===== config.mk =====
export PLATFORM = sky130hd
export DESIGN_NAME = ex_stage
export DESIGN_NICKNAME = d
export VERILOG_FILES = /design/src/rtl/mips_defs_pkg.sv /design/src/rtl/ex_muldiv.sv /design/src/rtl/ex_stage.sv
export SDC_FILE = /design/constraint.sdc
export NUM_CORES = 2
export LEC_CHECK = 0
export BUFFER_PORTS_ARGS = -buffer_cell sky130_fd_sc_hd__buf_2
export CAP_MARGIN = 20
export CORE_ASPECT_RATIO = 0.5
export CORE_MARGIN = 1
export CORE_UTILIZATION = 40
export DETAILED_ROUTE_END_ITERATION = 16
export PLACE_DENSITY = 0.6
export SYNTH_ARGS = -nofsm -noshare
export SYNTH_HDL_FRONTEND = slang
export SYNTH_SLANG_ARGS = --single-unit

===== constraint.sdc =====
create_clock -name CLK -period 5.4 [get_ports CLK]
set_input_delay 0.81 -clock CLK [delete_from_list [all_inputs] [get_ports CLK]]
set_output_delay 0.81 -clock CLK [all_outputs]
set_load 0.01 [all_outputs]

===== src/rtl/mips_defs_pkg.sv =====
// Shared MIPS decode constants and multiply/divide FSM encodings for the execute stage.
package mips_defs;

  localparam logic [5:0] OP_RTYPE = 6'h00;
  localparam logic [5:0] OP_BEQ   = 6'h04;
  localparam logic [5:0] OP_BNE   = 6'h05;
  localparam logic [5:0] OP_ADDI  = 6'h08;
  localparam logic [5:0] OP_ADDIU = 6'h09;
  localparam logic [5:0] OP_SLTI  = 6'h0A;
  localparam logic [5:0] OP_ANDI  = 6'h0C;
  localparam logic [5:0] OP_ORI   = 6'h0D;
  localparam logic [5:0] OP_LUI   = 6'h0F;

  localparam logic [5:0] FN_SLL   = 6'h00;
  localparam logic [5:0] FN_SRL   = 6'h02;
  localparam logic [5:0] FN_SRA   = 6'h03;
  localparam logic [5:0] FN_MFHI  = 6'h10;
  localparam logic [5:0] FN_MTHI  = 6'h11;
  localparam logic [5:0] FN_MFLO  = 6'h12;
  localparam logic [5:0] FN_MTLO  = 6'h13;
  localparam logic [5:0] FN_MULT  = 6'h18;
  localparam logic [5:0] FN_MULTU = 6'h19;
  localparam logic [5:0] FN_DIV   = 6'h1A;
  localparam logic [5:0] FN_DIVU  = 6'h1B;
  localparam logic [5:0] FN_ADD   = 6'h20;
  localparam logic [5:0] FN_ADDU  = 6'h21;
  localparam logic [5:0] FN_SUB   = 6'h22;
  localparam logic [5:0] FN_SUBU  = 6'h23;
  localparam logic [5:0] FN_AND   = 6'h24;
  localparam logic [5:0] FN_OR    = 6'h25;
  localparam logic [5:0] FN_XOR   = 6'h26;
  localparam logic [5:0] FN_NOR   = 6'h27;
  localparam logic [5:0] FN_SLT   = 6'h2A;
  localparam logic [5:0] FN_SLTU  = 6'h2B;

  // op[1:0] matches funct[1:0] of MULT/MULTU/DIV/DIVU: bit1 = divide, bit0 = unsigned
  localparam logic [1:0] MD_MULT  = 2'd0;
  localparam logic [1:0] MD_MULTU = 2'd1;
  localparam logic [1:0] MD_DIV   = 2'd2;
  localparam logic [1:0] MD_DIVU  = 2'd3;

  typedef enum logic [1:0] {
    MD_IDLE = 2'd0,
    MD_RUN  = 2'd1,
    MD_FIX  = 2'd2,
    MD_DONE = 2'd3
  } md_state_t;

  function automatic logic [31:0] abs_if(input logic [31:0] v, input logic signed_op);
    return (signed_op && v[31]) ? (~v + 32'd1) : v;
  endfunction

endpackage


===== src/rtl/ex_muldiv.sv =====
// Iterative 32-cycle multiply/divide unit with the HI/LO register pair.
module ex_muldiv
  import mips_defs::*;
(
  input  logic        clk,
  input  logic        rst,
  input  logic        start,
  input  logic [1:0]  op,
  input  logic [31:0] a,
  input  logic [31:0] b,
  input  logic        mthi,
  input  logic        mtlo,
  input  logic [31:0] wdata,
  output logic        busy,
  output logic [31:0] hi,
  output logic [31:0] lo,
  output md_state_t   state
);

  md_state_t   state_next;
  logic [4:0]  cnt;
  logic [63:0] p;
  logic [31:0] mag_b;
  logic [31:0] a_raw;
  logic        sign_a;
  logic        sign_b;
  logic        is_div;

  logic [32:0] mul_sum;
  logic [63:0] mul_next;
  logic [32:0] div_shift;
  logic [32:0] div_trial;
  logic [63:0] div_next;
  logic [63:0] prod_fix;
  logic [31:0] q_fix;
  logic [31:0] r_fix;
  logic        signed_op;

  assign signed_op = ~op[0];

  always_comb begin
    state_next = state;
    busy       = 1'b0;
    case (state)
      MD_IDLE: if (start) begin
        state_next = MD_RUN;
        busy       = 1'b1;
      end
      MD_RUN: begin
        busy = 1'b1;
        if (cnt == 5'd31) state_next = MD_FIX;
      end
      MD_FIX: begin
        busy       = 1'b1;
        state_next = MD_DONE;
      end
      MD_DONE: state_next = MD_IDLE;
      default: state_next = MD_IDLE;
    endcase
  end

  // p holds {accumulator, multiplier} for multiply and {remainder, dividend/quotient} for divide
  always_comb begin
    mul_sum   = {1'b0, p[63:32]} + (p[0] ? {1'b0, mag_b} : 33'd0);
    mul_next  = {mul_sum, p[31:1]};
    div_shift = {p[63:32], p[31]};
    div_trial = div_shift - {1'b0, mag_b};
    div_next  = div_trial[32] ? {div_shift[31:0], p[30:0], 1'b0}
                              : {div_trial[31:0], p[30:0], 1'b1};
    prod_fix  = (sign_a ^ sign_b) ? (~p + 64'd1) : p;
    q_fix     = (sign_a ^ sign_b) ? (~p[31:0] + 32'd1) : p[31:0];
    r_fix     = sign_a ? (~p[63:32] + 32'd1) : p[63:32];
  end

  always_ff @(posedge clk) begin
    if (!rst) begin
      state  <= MD_IDLE;
      cnt    <= 5'd0;
      p      <= 64'd0;
      mag_b  <= 32'd0;
      a_raw  <= 32'd0;
      sign_a <= 1'b0;
      sign_b <= 1'b0;
      is_div <= 1'b0;
      hi     <= 32'd0;
      lo     <= 32'd0;
    end else begin
      state <= state_next;
      case (state)
        MD_IDLE: begin
          if (start) begin
            p      <= {32'd0, abs_if(a, signed_op)};
            mag_b  <= abs_if(b, signed_op);
            a_raw  <= a;
            sign_a <= signed_op & a[31];
            sign_b <= signed_op & b[31];
            is_div <= op[1];
            cnt    <= 5'd0;
          end else begin
            if (mthi) hi <= wdata;
            if (mtlo) lo <= wdata;
          end
        end
        MD_RUN: begin
          p   <= is_div ? div_next : mul_next;
          cnt <= cnt + 5'd1;
        end
        MD_FIX: begin
          if (!is_div) begin
            hi <= prod_fix[63:32];
            lo <= prod_fix[31:0];
          end else if (mag_b == 32'd0) begin
            hi <= a_raw;
            lo <= 32'hFFFF_FFFF;
          end else begin
            hi <= r_fix;
            lo <= q_fix;
          end
        end
        default: ;
      endcase
    end
  end

endmodule


===== src/rtl/ex_stage.sv =====
// MIPS execute stage: combinational ALU and branch unit around the iterative mul/div unit.
module ex_stage
  import mips_defs::*;
(
  input  logic        CLK,
  input  logic        RST,
  input  logic        Valid,
  input  logic [31:0] Ins,
  input  logic [31:0] Rdata1,
  input  logic [31:0] Rdata2,
  input  logic [31:0] Ed32,
  input  logic [31:0] nextPC,
  output logic [31:0] Result,
  output logic        BrTaken,
  output logic [31:0] BrTarget,
  output logic        Stall
);

  logic [5:0]  opcode;
  logic [5:0]  funct;
  logic [4:0]  shamt;
  logic [15:0] imm;
  logic        is_r;
  logic        is_muldiv;
  logic        md_busy;
  logic [31:0] hi;
  logic [31:0] lo;
  logic [31:0] alu;
  logic        eq;
  md_state_t   unused_md_state;
  logic [9:0]  unused_regfields;

  assign opcode           = Ins[31:26];
  assign funct            = Ins[5:0];
  assign shamt            = Ins[10:6];
  assign imm              = Ins[15:0];
  assign unused_regfields = Ins[25:16];
  assign is_r             = (opcode == OP_RTYPE);
  assign is_muldiv        = is_r && (funct[5:2] == 4'b0110);
  assign eq               = (Rdata1 == Rdata2);

  ex_muldiv u_muldiv (
    .clk   (CLK),
    .rst   (RST),
    .start (Valid & is_muldiv),
    .op    (funct[1:0]),
    .a     (Rdata1),
    .b     (Rdata2),
    .mthi  (Valid & is_r & (funct == FN_MTHI)),
    .mtlo  (Valid & is_r & (funct == FN_MTLO)),
    .wdata (Rdata1),
    .busy  (md_busy),
    .hi    (hi),
    .lo    (lo),
    .state (unused_md_state)
  );

  always_comb begin
    alu = 32'd0;
    if (is_r) begin
      case (funct)
        FN_ADD, FN_ADDU: alu = Rdata1 + Rdata2;
        FN_SUB, FN_SUBU: alu = Rdata1 - Rdata2;
        FN_AND:          alu = Rdata1 & Rdata2;
        FN_OR:           alu = Rdata1 | Rdata2;
        FN_XOR:          alu = Rdata1 ^ Rdata2;
        FN_NOR:          alu = ~(Rdata1 | Rdata2);
        FN_SLT:          alu = {31'd0, $signed(Rdata1) < $signed(Rdata2)};
        FN_SLTU:         alu = {31'd0, Rdata1 < Rdata2};
        FN_SLL:          alu = Rdata2 << shamt;
        FN_SRL:          alu = Rdata2 >> shamt;
        FN_SRA:          alu = $signed(Rdata2) >>> shamt;
        FN_MFHI:         alu = hi;
        FN_MFLO:         alu = lo;
        default:         alu = 32'd0;
      endcase
    end else begin
      case (opcode)
        OP_ADDI, OP_ADDIU: alu = Rdata1 + Ed32;
        OP_SLTI:           alu = {31'd0, $signed(Rdata1) < $signed(Ed32)};
        OP_ANDI:           alu = Rdata1 & {16'd0, imm};
        OP_ORI:            alu = Rdata1 | {16'd0, imm};
        OP_LUI:            alu = {imm, 16'd0};
        default:           alu = 32'd0;
      endcase
    end
  end

  // Every output is held at zero while reset is asserted
  assign Result   = RST ? alu : 32'd0;
  assign BrTaken  = RST & Valid & (((opcode == OP_BEQ) & eq) | ((opcode == OP_BNE) & ~eq));
  assign BrTarget = RST ? (nextPC + {Ed32[29:0], 2'b00}) : 32'd0;
  assign Stall    = RST & md_busy;

endmodule


Word level (Yosys, flattened, before mapping)

Cells that the tools add are included.

$add $sub $neg: 12
Order comparisons: 3
Equality and inequality tests: 35
Shifts and indexed selects: 3
Muxes and demuxes: 32
Bitwise logic cells: 26
Reduce and logical (&&, ||, !) cells: 18

Operator list:

| cell                                                             | count |
|---|---|
| 32-bit two-way mux                                               | 16 |
| 32-bit case mux with 13 select lines                             | 1 |
| 64-bit two-way mux                                               | 4 |
| 32-bit NOT                                                       | 5 |
| 32-bit case mux with 5 select lines                              | 1 |
| 32-bit by 1-bit adder with 32-bit output (second input constant) | 4 |
| 32-bit case mux with 2 select lines                              | 2 |
| 64-bit case mux with 2 select lines                              | 1 |
| 32-bit adder                                                     | 3 |
| 32-bit less-than comparator                                      | 3 |
| 64-bit by 1-bit adder with 64-bit output (second input constant) | 1 |
| 64-bit NOT                                                       | 1 |
| 6-bit == test (second input constant)                            | 10 |
| 6-bit by 4-bit == test with 1-bit output (second input constant) | 6 |
| 32-bit by 33-bit adder with 33-bit output                        | 1 |
| 33-bit by 32-bit subtractor with 33-bit output                   | 1 |
| 32-bit by 16-bit bitwise AND with 32-bit output                  | 1 |
| 32-bit bitwise AND                                               | 1 |
| 32-bit == test                                                   | 1 |
| 32-bit zero test                                                 | 1 |
| 32-bit by 16-bit OR with 32-bit output                           | 1 |
| 32-bit OR                                                        | 1 |
| 32-bit by 5-bit << shifter with 32-bit output                    | 1 |
| 32-bit by 5-bit >> shifter with 32-bit output                    | 1 |
| other kinds (30)                                                 | 61 |

Register bits after elaboration: 202
Input port bits: 163
Output and inout bits: 66

Depth between registers and ports, before layout

Depth in word-level cells: 6
Mapped depth: 15

By module

A second synthesis with hierarchy kept.

Cell total of the unflattened synthesis: 4270
Area total of the unflattened synthesis: 30157.7 sq um

By module, submodules not included:

| module    | instances | cells an instance | area each (sq um) | sequential area each (sq um) |
|---|---|---|---|---|
| ex_muldiv | 1         | 2131              | 15755.1           | 4043.9 |
| ex_stage  | 1         | 2139              | 14402.6           | 0.0 |

Worst setup path before layout

Ideal clock, no wire load.

Path type: input to output
From: in Rdata2[11]
To: out Result[29]
Arrival: 4055 ps
Path slack: 535 ps
Cell stages on the path: 14
Path buffers: 2
Cells stage by stage: clkbuf_1 inv_1 ha_1 clkbuf_1 inv_1 a21oi_1 nand2_1 o41ai_1 o221ai_1 o41a_1 a21bo_2 xnor2_1 o221ai_1 and3_1

Longest elaborated chain between the ends: 4
Elaborated cells between the ends (all ways): 8
Those cells by class: 2 x add/sub; 3 x shift; 3 x mux

Ends and longest elaborated chain:

| what                                      | RTL line       | RTL |
|---|---|---|
| start, declared                           | ex_stage.sv:10 | `input logic [31:0] Rdata2,` |
| 32-bit subtractor (tied with other cells) | ex_stage.sv:63 | `FN_SUB, FN_SUBU: alu = Rdata1 - Rdata2;` |
| 32-bit case mux with 13 select lines *    | ex_stage.sv:61 | `case (funct)` |
| 32-bit two-way mux *                      | ex_stage.sv:60 | `if (is_r) begin` |
| 32-bit two-way mux *                      | ex_stage.sv:90 | `assign Result = RST ? alu : 32'd0;` |
| end, declared                             | ex_stage.sv:13 | `output logic [31:0] Result,` |

Mark *: on every way between the ends. The rest lies on a longest branch, timed or not.

Worst setup path in the final report

From: in Rdata1[1]
To: out Result[19]

Longest elaborated chain between the ends: 4
Elaborated cells between the ends (all ways): 7
Those cells by class: 3 x add/sub; 4 x mux

Ends and longest elaborated chain:

| what                                                                                        | RTL line                       | RTL |
|---|---|---|
| start, declared                                                                             | ex_stage.sv:9                  | `input logic [31:0] Rdata1,` |
| 32-bit subtractor (tied with other cells)                                                   | ex_stage.sv:63                 |  |
| 32-bit case mux with 13 select lines or 32-bit case mux with 5 select lines (tied branches) | ex_stage.sv:61, ex_stage.sv:78 |  |
| 32-bit two-way mux *                                                                        | ex_stage.sv:60                 |  |
| 32-bit two-way mux *                                                                        | ex_stage.sv:90                 |  |

Marked as above.

==> flow_summary.ini <==
[sta]
slew_violations = 0
period_minus_slack_ps = 5410
fin_tns_setup_ps = -5.70
min_period_over_period = 1.00
setup_violations = 1
hold_violations = 0
fmax_mhz = 185
max_slew_margin = 0.265
setup_ws_ps = -5.70
clock_skew_ps = 10.6
worst_slew_pin_slew_ps = 1100

[global_routing]
antenna_found_initial = 7
grt_max_degree = 68
grt_pass1_vias = 33014
grt_pass1_wl_um = 225000
grtUsageTotal = 0.391
grt-ovfl-total = 0

[setup_path]
critPathSlowestCell = o311ai_0
crit_path_cell_trace = buf_2, buf_4, inv_1, ha_1, a21oi_1, o21bai_1, and3_1, o311ai_0, buf_4, a41oi_1, buf_4, xnor2_1, a221oi_2, o31a_1, a21oi_1, o31a_1, buf_2
endpoint_kind = primary output
required_ps = 4590
crit_top_cell = buf_4
cp.arrival_ps = 4600
cp_max_fo = 4
path_class = in -> out
worstSetupStartpointType = input pin
max_stage_delay_ps = 490

[placed_design]
io_buffer_count = 218
place.detailed.hpwl_um = 124000
place_congestion = 1.07
place_inst = 5533

[layout]
fillers = 7640
area_growth_pct = 14.9
fin_cells = 5579
nets = 4998
seq_area_sq_um = 4050
multi_input_area_sq_um = 24300
drive_gt1_frac = 0.162

[cts]
cts_tree = done
clk_latency_ps = 520
cts_buffer_depth = 3
root_buffer = clkbuf_16
cts.clk_slew.worst_paths_ps = 60
cts_buffers = 23
htreeDepth = 1
cts_sinks = 202
cts_hold_buf = 0

[detailed_routing]
drt-pass1-iter-count = 8
drc = 0
vias = 36440
routed_wl_um = 156000
ant_nets = 0
wl_per_cell_um = 28.0
drt_iter0_markers = 5087
viasPerCell = 6.53

[synth]
yosysUniqueCellTypes = 87
synthCells = 4329
synth_edf_count = 0
async_flop_share = 0
syn_area_sq_um = 30300
ys_ff_latch = 202
yosysWarningCount = 0
synth_area_per_cell_sq_um = 7.00
syn-num-nets = 4775
synth-main-ff-cell = dfxtp_1
yosysSeqAreaShare = 0.133

[status]
status = finished, violations left
violations = negative setup slack

[floorplanning]
ios = 229
start_util = 0.410
floorplan.rows = 70
dieArea_sq_um = 76900
die-width_um = 391
die_h_um = 197
core_area_sq_um = 74000

[power]
total_power_mw = 6.51
power_density_nw_per_um2 = 187
ir_worst_vdd_uv = 356
power.leakage_nw = 14.3

[min_path]
hold_class = reg -> reg

[job]
cap_violations = 0
## stage by stage
| step | utilization | hold slack, ps | area (sq um) | worst slack [ps] |
|---|---|---|---|---|
| floorplan | - | 431 | 30300 | 535 |
| detailed placement | 0.459 | 444 | 33900 | -216 |
| global route | 0.470 | 467 | 34800 | -6.71 |
| finish | 0.470 | 454 | 34800 | -5.70 |
| global placement | 0.459 | 439 | 33900 | -411 |
| CTS | 0.469 | 451 | 34700 | 21.5 |
## path summary, 6_finish.rpt
| path | start | endpoint | slack [ps] | cells after the start |
|---|---|---|---|---|
| worst max-delay path | Rdata1[1] | Result[19] | -6 | 17 |
| worst min-delay path | u_muldiv.lo[7] | u_muldiv.lo[7] | 450 | 2 |
| worst max register to register | u_muldiv.p[31] | u_muldiv.p[59] | 940 | 17 |
| worst min register to register | u_muldiv.lo[7] | u_muldiv.lo[7] | 450 | 2 |
## final cells by class
class | instances | area share
sequential | 202 | 0.116
inverter | 219 | 0.0238
clock inverter | 10 | 0.00309
multi-input combinational | 3562 | 0.699
clock buffer | 30 | 0.0182
tap | 1008 | 0.0362
antenna | 4 | 0.000288
timing repair buffer | 544 | 0.103
## sequential cells by signal (all words and copies together) (netlist names)
| name | count |
|---|---|
| u_muldiv.sign_b | 1 |
| u_muldiv.cnt | 5 |
| u_muldiv.hi | 32 |
| u_muldiv.a_raw | 32 |
| u_muldiv.state | 2 |
| u_muldiv.sign_a | 1 |
| u_muldiv.lo | 32 |
| u_muldiv.p | 64 |
| u_muldiv.mag_b | 32 |
| u_muldiv.is_div | 1 |
## where the power goes
| group | internal, mW | leakage (nW) | switching (mW) | total, mW |
|---|---|---|---|---|
| sequential | 1.53 | 1.63 | 0.0741 | 1.60 |
| combinational | 1.04 | 12.3 | 2.27 | 3.31 |
| clock | 0.918 | 0.358 | 0.673 | 1.59 |
| total | 3.49 | 14.3 | 3.02 | 6.51 |
## synth_stat cells (53+ instances only)
| cell | instances | area share |
|---|---|---|
| o21ai_0 | 353 | 0.058 |
| nor3_1 | 77 | 0.013 |
| mux2i_1 | 73 | 0.024 |
| nor2_1 | 441 | 0.055 |
| a21oi_1 | 447 | 0.074 |
| inv_1 | 217 | 0.027 |
| dfxtp_1 | 202 | 0.13 |
| nand3_1 | 60 | 0.0099 |
| mux4_2 | 64 | 0.048 |
| ha_1 | 277 | 0.11 |
| a211oi_1 | 68 | 0.017 |
| a21o_1 | 66 | 0.016 |
| xnor2_1 | 170 | 0.049 |
| clkbuf_1 | 300 | 0.037 |
| xor2_1 | 91 | 0.026 |
| a31oi_1 | 61 | 0.013 |
| o211ai_1 | 81 | 0.020 |
| nor4_1 | 53 | 0.011 |
| nand2_1 | 443 | 0.055 |
## layout by cell type, fill, tap and decap left out, types with 81 or more instances in the layout
master	instances
a21oi_1	443
o211ai_1	81
o21ai_0	348
dfxtp_1	201
xnor2_1	169
inv_1	215
xor2_1	89
nor2_1	436
buf_2	216
ha_1	275
nand2_1	443
buf_4	325
## worst max-delay path: cells and delay by family
| kind | cells | cell delay, ps |
|---|---|---|
| xor gates and xnor gates | 1 | 190 |
| buffers and inverters | 6 | 990 |
| AOI/OAI and AO/OA | 8 | 1990 |
| adders and majority gates | 1 | 350 |
| and+or+nand+nor | 1 | 250 |
## metal layers
layer  share of wire  GRT usage
met1            0.43      0.550
met2            0.41      0.570
met3            0.13      0.116
met4           0.033      0.112
met5         0.00039          0
## logic make-up after synthesis
logic type | count (synthesis) | synth area share
buf+inv | 565 | 0.0709
mux | 151 | 0.0769
compound gates | 1519 | 0.322
fa+ha+maj | 285 | 0.119
xor+xnor | 261 | 0.0754
flops | 202 | 0.133
simple gates | 1346 | 0.203
## timing repair
item                       4_1_cts  5_1_grt
cloned                           0        0
pin swaps                        1       10
setup endpoints to repair        6       12
setup buffers                    0        2
resized for setup                8       19
Note: power is estimated with default switching activity, not from simulation.
